### src/rtl/regfile_arbiter.sv
// regfile_arbiter: shares one 2-read/1-write register file between two
// requesters (req0 = core datapath, req1 = debug/loader port).
// At most one request is granted per cycle. Read data returns through a
// one-entry response slot per requester.
// Optional feature macro: ZERO_REG_EN (register 0 hardwired to zero).
module regfile_arbiter #(
  parameter int DATA_W = 32,
  parameter int ADDR_W = 5,
  parameter bit RR_EN  = 1'b1
) (
  input  logic              clk,
  input  logic              rst_n,
  input  logic              req0_valid,
  output logic              req0_ready,
  input  logic              req0_write,
  input  logic [ADDR_W-1:0] req0_addrA,
  input  logic [ADDR_W-1:0] req0_addrB,
  input  logic [DATA_W-1:0] req0_wdata,
  output logic              rsp0_valid,
  input  logic              rsp0_ready,
  output logic [DATA_W-1:0] rsp0_dataA,
  output logic [DATA_W-1:0] rsp0_dataB,
  input  logic              req1_valid,
  output logic              req1_ready,
  input  logic              req1_write,
  input  logic [ADDR_W-1:0] req1_addrA,
  input  logic [ADDR_W-1:0] req1_addrB,
  input  logic [DATA_W-1:0] req1_wdata,
  output logic              rsp1_valid,
  input  logic              rsp1_ready,
  output logic [DATA_W-1:0] rsp1_dataA,
  output logic [DATA_W-1:0] rsp1_dataB,
  output logic              rf_write,
  output logic [ADDR_W-1:0] rf_readReg1,
  output logic [ADDR_W-1:0] rf_readReg2,
  output logic [ADDR_W-1:0] rf_writeReg,
  output logic [DATA_W-1:0] rf_writeData,
  input  logic [DATA_W-1:0] rf_readData1,
  input  logic [DATA_W-1:0] rf_readData2
);

  typedef enum logic [1:0] {
    SLOT_IDLE,
    SLOT_PENDING,
    SLOT_FULL
  } slot_t;

  // Requester-indexed views of the two request/response ports
  logic [1:0]        valid;
  logic [1:0]        write;
  logic [1:0]        rsp_ready;
  logic [ADDR_W-1:0] addr_a [2];
  logic [ADDR_W-1:0] addr_b [2];
  logic [DATA_W-1:0] wdata  [2];

  logic [1:0]        eligible;
  logic [1:0]        grant;
  logic [1:0]        accept_read;
  logic              sel;
  logic              last_grant;

  slot_t             slot   [2];
  logic [DATA_W-1:0] data_a [2];
  logic [DATA_W-1:0] data_b [2];
`ifdef ZERO_REG_EN
  logic [1:0]        zero_a;
  logic [1:0]        zero_b;
`endif

  assign valid     = {req1_valid, req0_valid};
  assign write     = {req1_write, req0_write};
  assign rsp_ready = {rsp1_ready, rsp0_ready};
  assign addr_a[0] = req0_addrA;
  assign addr_a[1] = req1_addrA;
  assign addr_b[0] = req0_addrB;
  assign addr_b[1] = req1_addrB;
  assign wdata[0]  = req0_wdata;
  assign wdata[1]  = req1_wdata;

  // A read may only go ahead when its slot is free or is being drained this cycle
  always_comb begin
    eligible = '0;
    for (int i = 0; i < 2; i++) begin
      eligible[i] = valid[i] &&
                    (write[i] || (slot[i] == SLOT_IDLE) ||
                     ((slot[i] == SLOT_FULL) && rsp_ready[i]));
    end
  end

  // Pick one eligible requester; nothing is granted while reset is asserted
  always_comb begin
    grant = 2'b00;
    if (rst_n) begin
      if (eligible[0] && eligible[1]) begin
        if (RR_EN && !last_grant) begin
          grant = 2'b10;
        end else begin
          grant = 2'b01;
        end
      end else begin
        grant = eligible;
      end
    end
  end

  assign sel         = grant[1];
  assign accept_read = grant & ~write;
  assign req0_ready  = grant[0];
  assign req1_ready  = grant[1];

  // Steer the granted request onto the register-file ports; idle drives zeros
  always_comb begin
    rf_write     = 1'b0;
    rf_readReg1  = '0;
    rf_readReg2  = '0;
    rf_writeReg  = '0;
    rf_writeData = '0;
    if (|grant) begin
      if (write[sel]) begin
`ifdef ZERO_REG_EN
        rf_write = (addr_a[sel] != '0);
`else
        rf_write = 1'b1;
`endif
        rf_writeReg  = addr_a[sel];
        rf_writeData = wdata[sel];
      end else begin
        rf_readReg1 = addr_a[sel];
        rf_readReg2 = addr_b[sel];
      end
    end
  end

  // Round-robin pointer remembers who won last; reset value lets req0 win first
  always_ff @(posedge clk or negedge rst_n) begin
    if (!rst_n) begin
      last_grant <= 1'b1;
    end else if (|grant) begin
      last_grant <= grant[1];
    end
  end

  // Per-requester response slot: read accepted, data returns one edge later, held until consumed
  always_ff @(posedge clk or negedge rst_n) begin
    if (!rst_n) begin
      for (int i = 0; i < 2; i++) begin
        slot[i]   <= SLOT_IDLE;
        data_a[i] <= '0;
        data_b[i] <= '0;
      end
`ifdef ZERO_REG_EN
      zero_a <= '0;
      zero_b <= '0;
`endif
    end else begin
      for (int i = 0; i < 2; i++) begin
        case (slot[i])
          SLOT_IDLE: begin
            if (accept_read[i]) slot[i] <= SLOT_PENDING;
          end
          SLOT_PENDING: begin
            slot[i] <= SLOT_FULL;
`ifdef ZERO_REG_EN
            data_a[i] <= zero_a[i] ? '0 : rf_readData1;
            data_b[i] <= zero_b[i] ? '0 : rf_readData2;
`else
            data_a[i] <= rf_readData1;
            data_b[i] <= rf_readData2;
`endif
          end
          SLOT_FULL: begin
            if (accept_read[i]) begin
              slot[i] <= SLOT_PENDING;
            end else if (rsp_ready[i]) begin
              slot[i] <= SLOT_IDLE;
            end
          end
          default: slot[i] <= SLOT_IDLE;
        endcase
`ifdef ZERO_REG_EN
        if (accept_read[i]) begin
          zero_a[i] <= (addr_a[i] == '0);
          zero_b[i] <= (addr_b[i] == '0);
        end
`endif
      end
    end
  end

  assign rsp0_valid = (slot[0] == SLOT_FULL);
  assign rsp1_valid = (slot[1] == SLOT_FULL);
  assign rsp0_dataA = data_a[0];
  assign rsp0_dataB = data_b[0];
  assign rsp1_dataA = data_a[1];
  assign rsp1_dataB = data_b[1];

endmodule

### config.mk
export PLATFORM = sky130hd
export DESIGN_NAME = regfile_arbiter
export DESIGN_NICKNAME = d
export VERILOG_FILES = /design/src/rtl/regfile_arbiter.sv
export SDC_FILE = /design/constraint.sdc
export NUM_CORES = 1
export LEC_CHECK = 0
export ABC_CLOCK_PERIOD_IN_PS = 2250
export BUFFER_PORTS_ARGS = -buffer_cell sky130_fd_sc_hd__clkbuf_2
export CAP_MARGIN = 15
export CORE_MARGIN = 2
export CORE_UTILIZATION = 29
export DETAILED_ROUTE_END_ITERATION = 8
export GPL_ROUTABILITY_DRIVEN = 0
export GPL_TIMING_DRIVEN = 0
export PLACE_DENSITY_LB_ADDON = 0.1
export SLEW_MARGIN = 10
export SYNTH_ARGS = -nofsm -noshare
export SYNTH_HDL_FRONTEND = slang
export SYNTH_SLANG_ARGS = --single-unit
export TNS_END_PERCENT = 20
### constraint.sdc
create_clock -name clk -period 2.25 [get_ports clk]
set_input_delay 0.3375 -clock clk [delete_from_list [all_inputs] [get_ports clk]]
set_output_delay 0.3375 -clock clk [all_outputs]
set_load 0.03 [all_outputs]
==> flow_summary_export.csv, run 1 <==
group,metric,value,unit
clocking,cts_root_buffer,"clkbuf_16",
timing,min_period,2.56,ns
yosys,ys_warn_count,0,
yosys,yosysMostFrequentCell,"dfrtp_1",
route,drtPass1Iterations,4,
yosys,synth_edf_count,0,
route,viasPerCell,4.84,
setup_path,rr_endpoint,"rsp0_dataA[18]$_DFFE_PN0N_",
route,vias,5436,
yosys,syn-mean-instance-area,12.9,sq um
route,final_antenna_net_count,0,
floorplan,die_area,22100,sq um
route,drt_wl_total,20.8,mm
power_and_ir_drop,power_density,1130,nW/um^2
yosys,ys_types,29,
timing,tightest_slew,0.676,ns
yosys,ys_seq_area_frac,0.550,
yosys,syn-num-nets,624,
timing,slew_viol_final,0,
timing,fmax,391,MHz
yosys,yosysTopAreaCell,"dfrtp_1",
timing,setup_viol,48,
placement,hpwlAfterDp,15.2,mm
clocking,cts_tree,"built",
setup_path,slowest_delay,0.41,ns
floorplan,dieWidth,149,microns
clocking,insertion_delay,0.42,ns
yosys,yosys.area.top_type_share,0.545,
finish,insertedDiodeCount,0,
power_and_ir_drop,p_leak,4.51,nW
finish,drive_above_1_share,0.683,
clocking,cts.sinks,133,
floorplan,die_h,149,microns
route,drtIter0Drc,264,
yosys,syn_inst,468,
power_and_ir_drop,finalPower,10.8,mW
yosys,synthTopCellsByArea,"dfrtp_1, mux2_2, a22oi_2",
grt,antenna_found_initial,0,
run_status,outcome,"complete, but fails checks",
grt,grt_pass1_wl,31.6,mm
finish,syn_to_final_growth,57.4,%
floorplan,rows,52,
setup_path,required,1.91,ns
grt,grt_pass1_vias,5614,
setup_path,cp_max_fo,5,
hold_path,hold_class,"primary input to asynchronous set/reset pin",
placement,port_buffers,335,
floorplan,num_io_pins,336,
finish,layout.cells.non_filler,1122,
floorplan,core,20400,sq um
grt,grt_max_degree,35,
timing,final_hold_viol_count,0,
timing,post-route-period-util,1.14,
yosys,synthArstFlopShare,1.00,
setup_path,worstPathArrival,2.22,ns
yosys,syn_area,6060,sq um
finish,fin_util,0.468,
setup_path,path_cells,"or3b_4 -> o2111ai_4 -> nand4_1 -> buf_6 -> buf_4 -> a22oi_2 -> clkbuf_8",
clocking,h-tree-depth,4,
yosys,synth_top_flop_cell,"dfrtp_1",
yosys,synth.top_cells.by_count,"dfrtp_1, mux2_2, nand3_1",
power_and_ir_drop,ir_drop,0.478,mV
setup_path,critical_path_class,"register to output pin",
setup_path,end_kind,"output pin",
setup_path,cp-endpoint,"rf_writeData[0]",
route,drcViolationCount,0,
setup_path,r2r_slack,0.29,ns
timing,layout_setup_ws,-0.309,ns
timing,fin_skew,0.00820,ns
timing,holdWs,0.0185,ns
run,maxCapViolations,0,
route,wire_per_inst,18.6,microns
grt,grt.overflow.total,0,
setup_path,r2r_cells,4,
grt,grtUsageTotal,0.188,
clocking,cts_made_buffers,17,
clocking,cts_max_path_buffers,2,
clocking,path_clk_slew,0.06,ns
timing,slew_headroom,0.550,
setup_path,crit_path_start_kind,"register",
setup_path,crit_slowest_cell,"or3b_4",
yosys,ys_ff_latch,133,
timing,rsz0062_at_grt,"yes",
setup_path,startpoint,"slot[3]$_DFFE_PN0P_",
setup_path,r2r_start,"slot[2]$_DFFE_PN0P_",
finish,final_nets,995,
placement,place_inst,1074,
floorplan,start_util,0.297,
run_status,violations,"negative setup slack",
## flip-flops by register name, summed over array words and instances (netlist names)
name and flops:
rsp0_dataA 32, rsp0_dataB 32, rsp1_dataA 32, rsp1_dataB 32, slot 4, last_grant 1
## metal layers
metal	vias up	part of all wire	GRT usage
li1	2491	-	-
met1	2664	0.40	0.228
met2	244	0.51	0.325
met3	37	0.067	0.0500
met4	0	0.023	0.0600
met5	-	0	0
## repair_timing
item,CTS,global route
hold endpoints to repair,66,0
hold buffers,7,0
gates resized for setup,141,33
cloned,4,1
pin swaps,6,7
setup buffers,4,1
setup endpoints to repair,50,49
## logic make-up after synthesis
kind of cell / share of synthesized area
buffers and inverters: 0.0349
flip-flops: 0.550
AND/OR/NAND/NOR: 0.0527
AO/OA/AOI/OAI: 0.125
multiplexers: 0.238
## metrics by stage
step / setup WS, ns / setup TNS, ns / area (sq um)
after floorplan: 0.0897 / 0 / 6060
after global placement: -2.85 / -308.55 / 8070
after detailed placement: -1.03 / -44.64 / 8110
after CTS: -0.323 / -12.93 / 9440
after global routing: -0.415 / -17.67 / 9530
final: -0.309 / -12.29 / 9530
## power breakdown
part / switching, mW / internal (mW)
clock: 1.12 / 1.66
combinational: 2.84 / 1.52
sequential: 0.420 / 3.22
## worst min-delay path by stage
| stage | depth (start not counted) | end |
|---|---|---|
| after floorplan | 0 | rsp0_dataA[0]$_DFFE_PN0N_ |
| after global placement | 1 | rsp0_dataA[14]$_DFFE_PN0N_ |
| after detailed placement | 1 | rsp0_dataB[6]$_DFFE_PN0N_ |
| after CTS | 3 | rsp0_dataB[20]$_DFFE_PN0N_ |
| after global routing | 2 | rsp1_dataB[18]$_DFFE_PN0N_ |
| final | 3 | rsp0_dataB[20]$_DFFE_PN0N_ |
## cells in the final DEF (no fill, tap or decap), types with 4 or more instances in the layout
master       n
a22oi_2     34
nor2_1       4
inv_6        7
a22oi_1     13
buf_12       6
clkbuf_2   289
buf_2       11
clkbuf_1     6
clkbuf_16   19
buf_6        9
clkbuf_8    31
buf_4       16
nand3_1     42
nand2b_1     4
o21ai_0     16
mux2_2     118
clkbuf_4    16
o21ai_1     26
mux2_1      10
dfrtp_1    132
## critical path, delay by kind of cell, from the launching register on
family	cells	cell delay [ns]
AOI/OAI and AO/OA	2	0.27
buffers and inverters	3	0.56
and+or+nand+nor	2	0.61
DFF	1	0.37
## layout make-up
| cell class | instances | area [sq um] |
|---|---|---|
| Inverter | 4 | 15.0 |
| Timing Repair Buffer | 353 | 2310 |
| Clock buffer | 18 | 429 |
| Sequential cell | 133 | 3330 |
| Tap cell | 270 | 338 |
| Multi-Input combinational cell | 289 | 2630 |
| Fill cell | 1910 | 10800 |
| Buffer | 41 | 309 |
| Clock inverter | 14 | 166 |
No activity file was read; power rests on OpenSTA's default activity.
==> run 2: changes to the inputs <==
Settings changed: ABC_CLOCK_PERIOD_IN_PS 2250 to 2670.
Clock period 2.25 ns to 2.67 ns, I/O delays scaled along.
==> flow_summary_export.csv, run 2 (synthesis gave the netlist of run 1 again) <==
group,metric,value,unit
run_status,outcome,"finished clean",
placement,port_buffers,335,
route,vias,5339,
floorplan,num_io_pins,336,
route,final_antenna_net_count,0,
setup_path,end_kind,"output pin",
setup_path,r2r_start,"slot[2]$_DFFE_PN0P_",
power_and_ir_drop,power_density,991,nW/um^2
clocking,cts_tree,"built",
setup_path,cp_max_fo,10,
finish,insertedDiodeCount,0,
timing,tns,0,ns
grt,grt_pass1_wl,30.9,mm
finish,final_common_cell,"clkbuf_2",
finish,drive_above_1_share,0.660,
setup_path,worstPathArrival,2.23,ns
route,wire_per_inst,18.2,microns
setup_path,r2r_cells,4,
setup_path,r2r_slack,0.71,ns
floorplan,start_util,0.297,
clocking,cts.sinks,133,
finish,final_nets,985,
grt,antenna_found_initial,0,
timing,min_period,2.63,ns
setup_path,rr_endpoint,"rsp0_dataA[18]$_DFFE_PN0N_",
clocking,path_clk_slew,0.06,ns
run,maxCapViolations,0,
setup_path,critical_path_class,"register to output pin",
floorplan,die_area,22100,sq um
grt,grt.overflow.total,0,
timing,slew_viol_final,0,
power_and_ir_drop,finalPower,9.00,mW
power_and_ir_drop,p_leak,4.38,nW
grt,grt_max_degree,35,
timing,final_hold_viol_count,0,
clocking,post_cts_buffers,0,
route,drt_wl_total,20.2,mm
clocking,cts_root_buffer,"clkbuf_16",
timing,fin_skew,0.00848,ns
route,drtPass1Iterations,6,
floorplan,rows,52,
grt,grtUsageTotal,0.183,
setup_path,required,2.27,ns
clocking,cts_made_buffers,17,
timing,rsz0062_at_grt,"yes",
floorplan,dieWidth,149,microns
finish,register_area,3330,sq um
floorplan,die_h,149,microns
power_and_ir_drop,ir_drop,0.402,mV
setup_path,crit_path_start_kind,"register",
timing,slew_headroom,0.546,
finish,multi_input_comb_area,2540,sq um
floorplan,core,20400,sq um
timing,post-route-period-util,0.985,
grt,grt_pass1_vias,5543,
route,drcViolationCount,0,
finish,final_cell_mix,"clkbuf_2, dfrtp_1, mux2_2",
clocking,cts_max_path_buffers,2,
placement,hpwlAfterDp,15.2,mm
route,drtIter0Drc,287,
route,viasPerCell,4.80,
finish,fillCellCount,1950,
timing,fmax,380,MHz
timing,setup_viol,0,
timing,tightest_slew,0.680,ns
clocking,insertion_delay,0.42,ns
finish,syn_to_final_growth,49.9,%
clocking,h-tree-depth,4,
hold_path,hold_class,"primary input to asynchronous set/reset pin",
run 2: changes by cell type in the layout (fill, tap and decap cells not counted), sizes merged:
cell,delta
buf,+12
clkbuf,-20
dlygate4sd3,-2
run 2: power by group:
part           total (mW)  switching (mW)  internal [mW]
clock network        2.35           0.947           1.40
logic                3.58            2.37           1.22
registers            3.07           0.354           2.71
run 2: cell type report:
class	count	area share
flip-flops and latches	133	0.367
clock inverters	14	0.0183
plain buffers	41	0.0274
multi-input cells	289	0.280
inverters	4	0.00165
well taps	270	0.0372
clock buffers	18	0.0473
repair buffers	343	0.221
run 2: critical path, stage by stage, from the launching register on:
cell       delay (ns)
dfrtp_1          0.37
or3b_4           0.41
o2111ai_4        0.13
nand4_1          0.19
buf_6            0.19
buf_12           0.15
a22oi_2          0.17
clkbuf_8         0.19
run 2: how the worst max path moves through the flow:
stage,from,endpoint,depth (start not counted)
2_1_floorplan,req1_write,rf_readReg2[0],5
3_3_place_gp,rst_n,rf_readReg2[2],8
3_5_place_dp,rst_n,rf_readReg2[2],9
4_1_cts,slot[3]$_DFFE_PN0P_,rf_writeData[27],7
5_1_grt,slot[3]$_DFFE_PN0P_,rf_writeData[30],7
6_report,slot[3]$_DFFE_PN0P_,rf_writeData[22],7
run 2: layer usage:
metal | vias to the layer above | GRT usage | part of all wire
li1 | 2470 | - | -
met1 | 2629 | 0.220 | 0.40
met2 | 219 | 0.320 | 0.52
met3 | 21 | 0.0488 | 0.067
met4 | 0 | 0.0557 | 0.016
met5 | - | 0 | 0
run 2: repair_timing:
item                                   in CTS  in global routing
hold buffers                                5                  0
pin swaps                                   2                  1
setup endpoints to repair                  49                 47
cloned                                      2                  0
endpoints found under the hold margin      66                  0
resized for setup                          50                 75
run 2: per-stage QoR:
| step | area (sq um) | hold WS [ns] | setup slack (ns) | cells | util |
|---|---|---|---|---|---|
| final | 9080 | 0.0579 | 0.0401 | 1112 | 0.446 |
| after global routing | 9080 | 0.0465 | -0.0881 | 1112 | 0.446 |
| after CTS | 8980 | 0.0409 | -0.00657 | 1112 | 0.441 |
| after detailed placement | 8110 | 0.433 | -0.740 | 1074 | 0.398 |
| after global placement | 8070 | 0.475 | -2.56 | 1073 | 0.396 |
| after floorplan | 6060 | 0.105 | 0.384 | 468 | - |
==> run 3: changes to the inputs <==
Settings changed: RECOVER_POWER set to 25.
==> flow_summary_export.csv, run 3 (synthesis gave the netlist of run 1 again) <==
group,metric,value,unit
route,drt_wl_total,20.3,mm
setup_path,cp_max_fo,10,
finish,final_cell_mix,"clkbuf_2, dfrtp_1, mux2_2",
route,viasPerCell,4.82,
grt,grt_pass1_vias,5543,
floorplan,rows,52,
placement,dpl_cell_area,8110,sq um
finish,fillCellCount,1965,
grt,grt.overflow.total,0,
setup_path,r2r_cells,4,
power_and_ir_drop,p_comb_frac,0.397,
route,wire_per_inst,18.2,microns
hold_path,hold_class,"primary input to asynchronous set/reset pin",
grt,antenna_found_initial,0,
clocking,cts_made_buffers,17,
floorplan,die_h,149,microns
clocking,path_clk_slew,0.06,ns
setup_path,slowest_delay,0.41,ns
setup_path,critical_path_class,"register to output pin",
power_and_ir_drop,netSwitchingFraction,0.408,
route,drtPass1Iterations,6,
timing,setup_viol,0,
run_status,violations,"max-capacitance violations, max-slew violations",
setup_path,r2r_start,"slot[2]$_DFFE_PN0P_",
floorplan,dieWidth,149,microns
finish,final_common_cell,"clkbuf_2",
timing,holdWs,0.0728,ns
timing,slew_headroom,-0.317,
route,drcViolationCount,0,
setup_path,rr_endpoint,"rsp0_dataA[18]$_DFFE_PN0N_",
timing,rsz0062_at_grt,"yes",
floorplan,die_area,22100,sq um
timing,min_period,2.63,ns
power_and_ir_drop,power_density,1000,nW/um^2
power_and_ir_drop,finalPower,8.98,mW
finish,drive_above_1_share,0.653,
setup_path,cp-endpoint,"rf_writeData[30]",
setup_path,crit_path_start_kind,"register",
setup_path,path_cells,"or3b_4 -> o2111ai_4 -> nand4_1 -> buf_6 -> buf_6 -> a22oi_2 -> clkbuf_8",
clocking,h-tree-depth,4,
power_and_ir_drop,pwr-share-seq,0.341,
floorplan,start_util,0.297,
power_and_ir_drop,p_clk_frac,0.262,
setup_path,crit_slowest_cell,"or3b_4",
timing,post-route-period-util,0.985,
timing,tns,0,ns
setup_path,end_kind,"output pin",
grt,grtUsageTotal,0.183,
placement,port_buffers,335,
power_and_ir_drop,p_int,5.31,mW
finish,syn_to_final_growth,48.3,%
run_status,outcome,"complete, but fails checks",
placement,post-place-ws,-0.740,ns
floorplan,core,20400,sq um
setup_path,cp_common_cell,"buf_6",
timing,fmax,380,MHz
timing,fin_skew,0.00848,ns
clocking,insertion_delay,0.42,ns
clocking,cts_root_buffer,"clkbuf_16",
timing,final_hold_viol_count,0,
finish,final_cell_area,8980,sq um
placement,hpwlAfterDp,15.2,mm
timing,tightest_slew,1.98,ns
power_and_ir_drop,p_switching,3.67,mW
timing,layout_setup_ws,0.0398,ns
route,final_antenna_net_count,0,
clocking,cts_max_path_buffers,2,
setup_path,worstPathArrival,2.23,ns
power_and_ir_drop,ir_drop,0.401,mV
finish,insertedDiodeCount,0,
setup_path,required,2.27,ns
setup_path,r2r_slack,0.70,ns
grt,grt_pass1_wl,30.9,mm
power_and_ir_drop,p_leak,4.33,nW
run,maxCapViolations,4,
finish,final_nets,985,
setup_path,startpoint,"slot[3]$_DFFE_PN0P_",
clocking,cts.sinks,133,
clocking,cts_tree,"built",
floorplan,num_io_pins,336,
route,vias,5357,
grt,grt_max_degree,35,
timing,slew_viol_final,136,
clocking,post_cts_buffers,0,
route,drtIter0Drc,227,
-- run 3: how the worst min path moves through the flow --
stage          slack (ns)                         end                       start  cells past startpoint
5_1_grt              0.04      last_grant$_DFFE_PN1P_                       rst_n                      2
3_5_place_dp         0.43   rsp0_dataB[6]$_DFFE_PN0N_                       rst_n                      1
4_1_cts              0.04  rsp0_dataA[27]$_DFFE_PN0N_                       rst_n                      3
2_1_floorplan        0.10   rsp0_dataA[0]$_DFFE_PN0N_                       rst_n                      0
6_report             0.07      last_grant$_DFFE_PN1P_                       rst_n                      2
3_3_place_gp         0.48  rsp0_dataA[14]$_DFFE_PN0N_  rsp0_dataA[14]$_DFFE_PN0N_                      1
-- run 3: timing repair --
item / in CTS / in global routing
pin swaps: 2 / 1
hold buffers: 5 / 0
setup endpoints to repair: 49 / 47
cloned: 2 / 0
hold endpoints to repair: 66 / 0
resized for setup: 50 / 75
-- run 3: cell type report --
cell class              count  area [sq um]  area share
multi-input cells         289          2540       0.283
plain buffers              41           249      0.0277
well taps                 270           338      0.0376
repair buffers            343          1910       0.213
clock buffers              18           429      0.0478
flip-flops and latches    133          3330       0.371
inverters                   4          15.0     0.00167
clock inverters            14           166      0.0185
-- run 3: metal layers --
metal	routed length, microns	share of wire	GRT usage	vias to the layer above
met4	342	0.017	0.0557	0
li1	-	-	-	2467
met5	0	0	0	-
met1	8070	0.40	0.220	2637
met2	10500	0.52	0.320	226
met3	1370	0.068	0.0488	27
-- run 3: worst max-delay path, delay by kind of cell, from the launching register on --
kind / cells / cell delay (ns)
AO/OA/AOI/OAI: 2 / 0.30
buffers and inverters: 3 / 0.52
flip-flops: 1 / 0.37
AND/OR/NAND/NOR: 2 / 0.60
-- run 3: per-stage QoR --
stage / std cells / util
2_1_floorplan: 468 / -
3_3_place_gp: 1073 / 0.396
3_5_place_dp: 1074 / 0.398
4_1_cts: 1112 / 0.441
5_1_grt: 1112 / 0.441
6_report: 1112 / 0.441
-- run 3: power by group through the flow --
stage	sequential [mW]	clock, mW	combinational (mW)
after floorplan	4.46	0	0.941
after global placement	3.06	0	3.51
after detailed placement	3.10	0	3.55
after CTS	3.07	2.43	3.61
after global routing	3.16	2.54	3.76
final	3.07	2.35	3.57
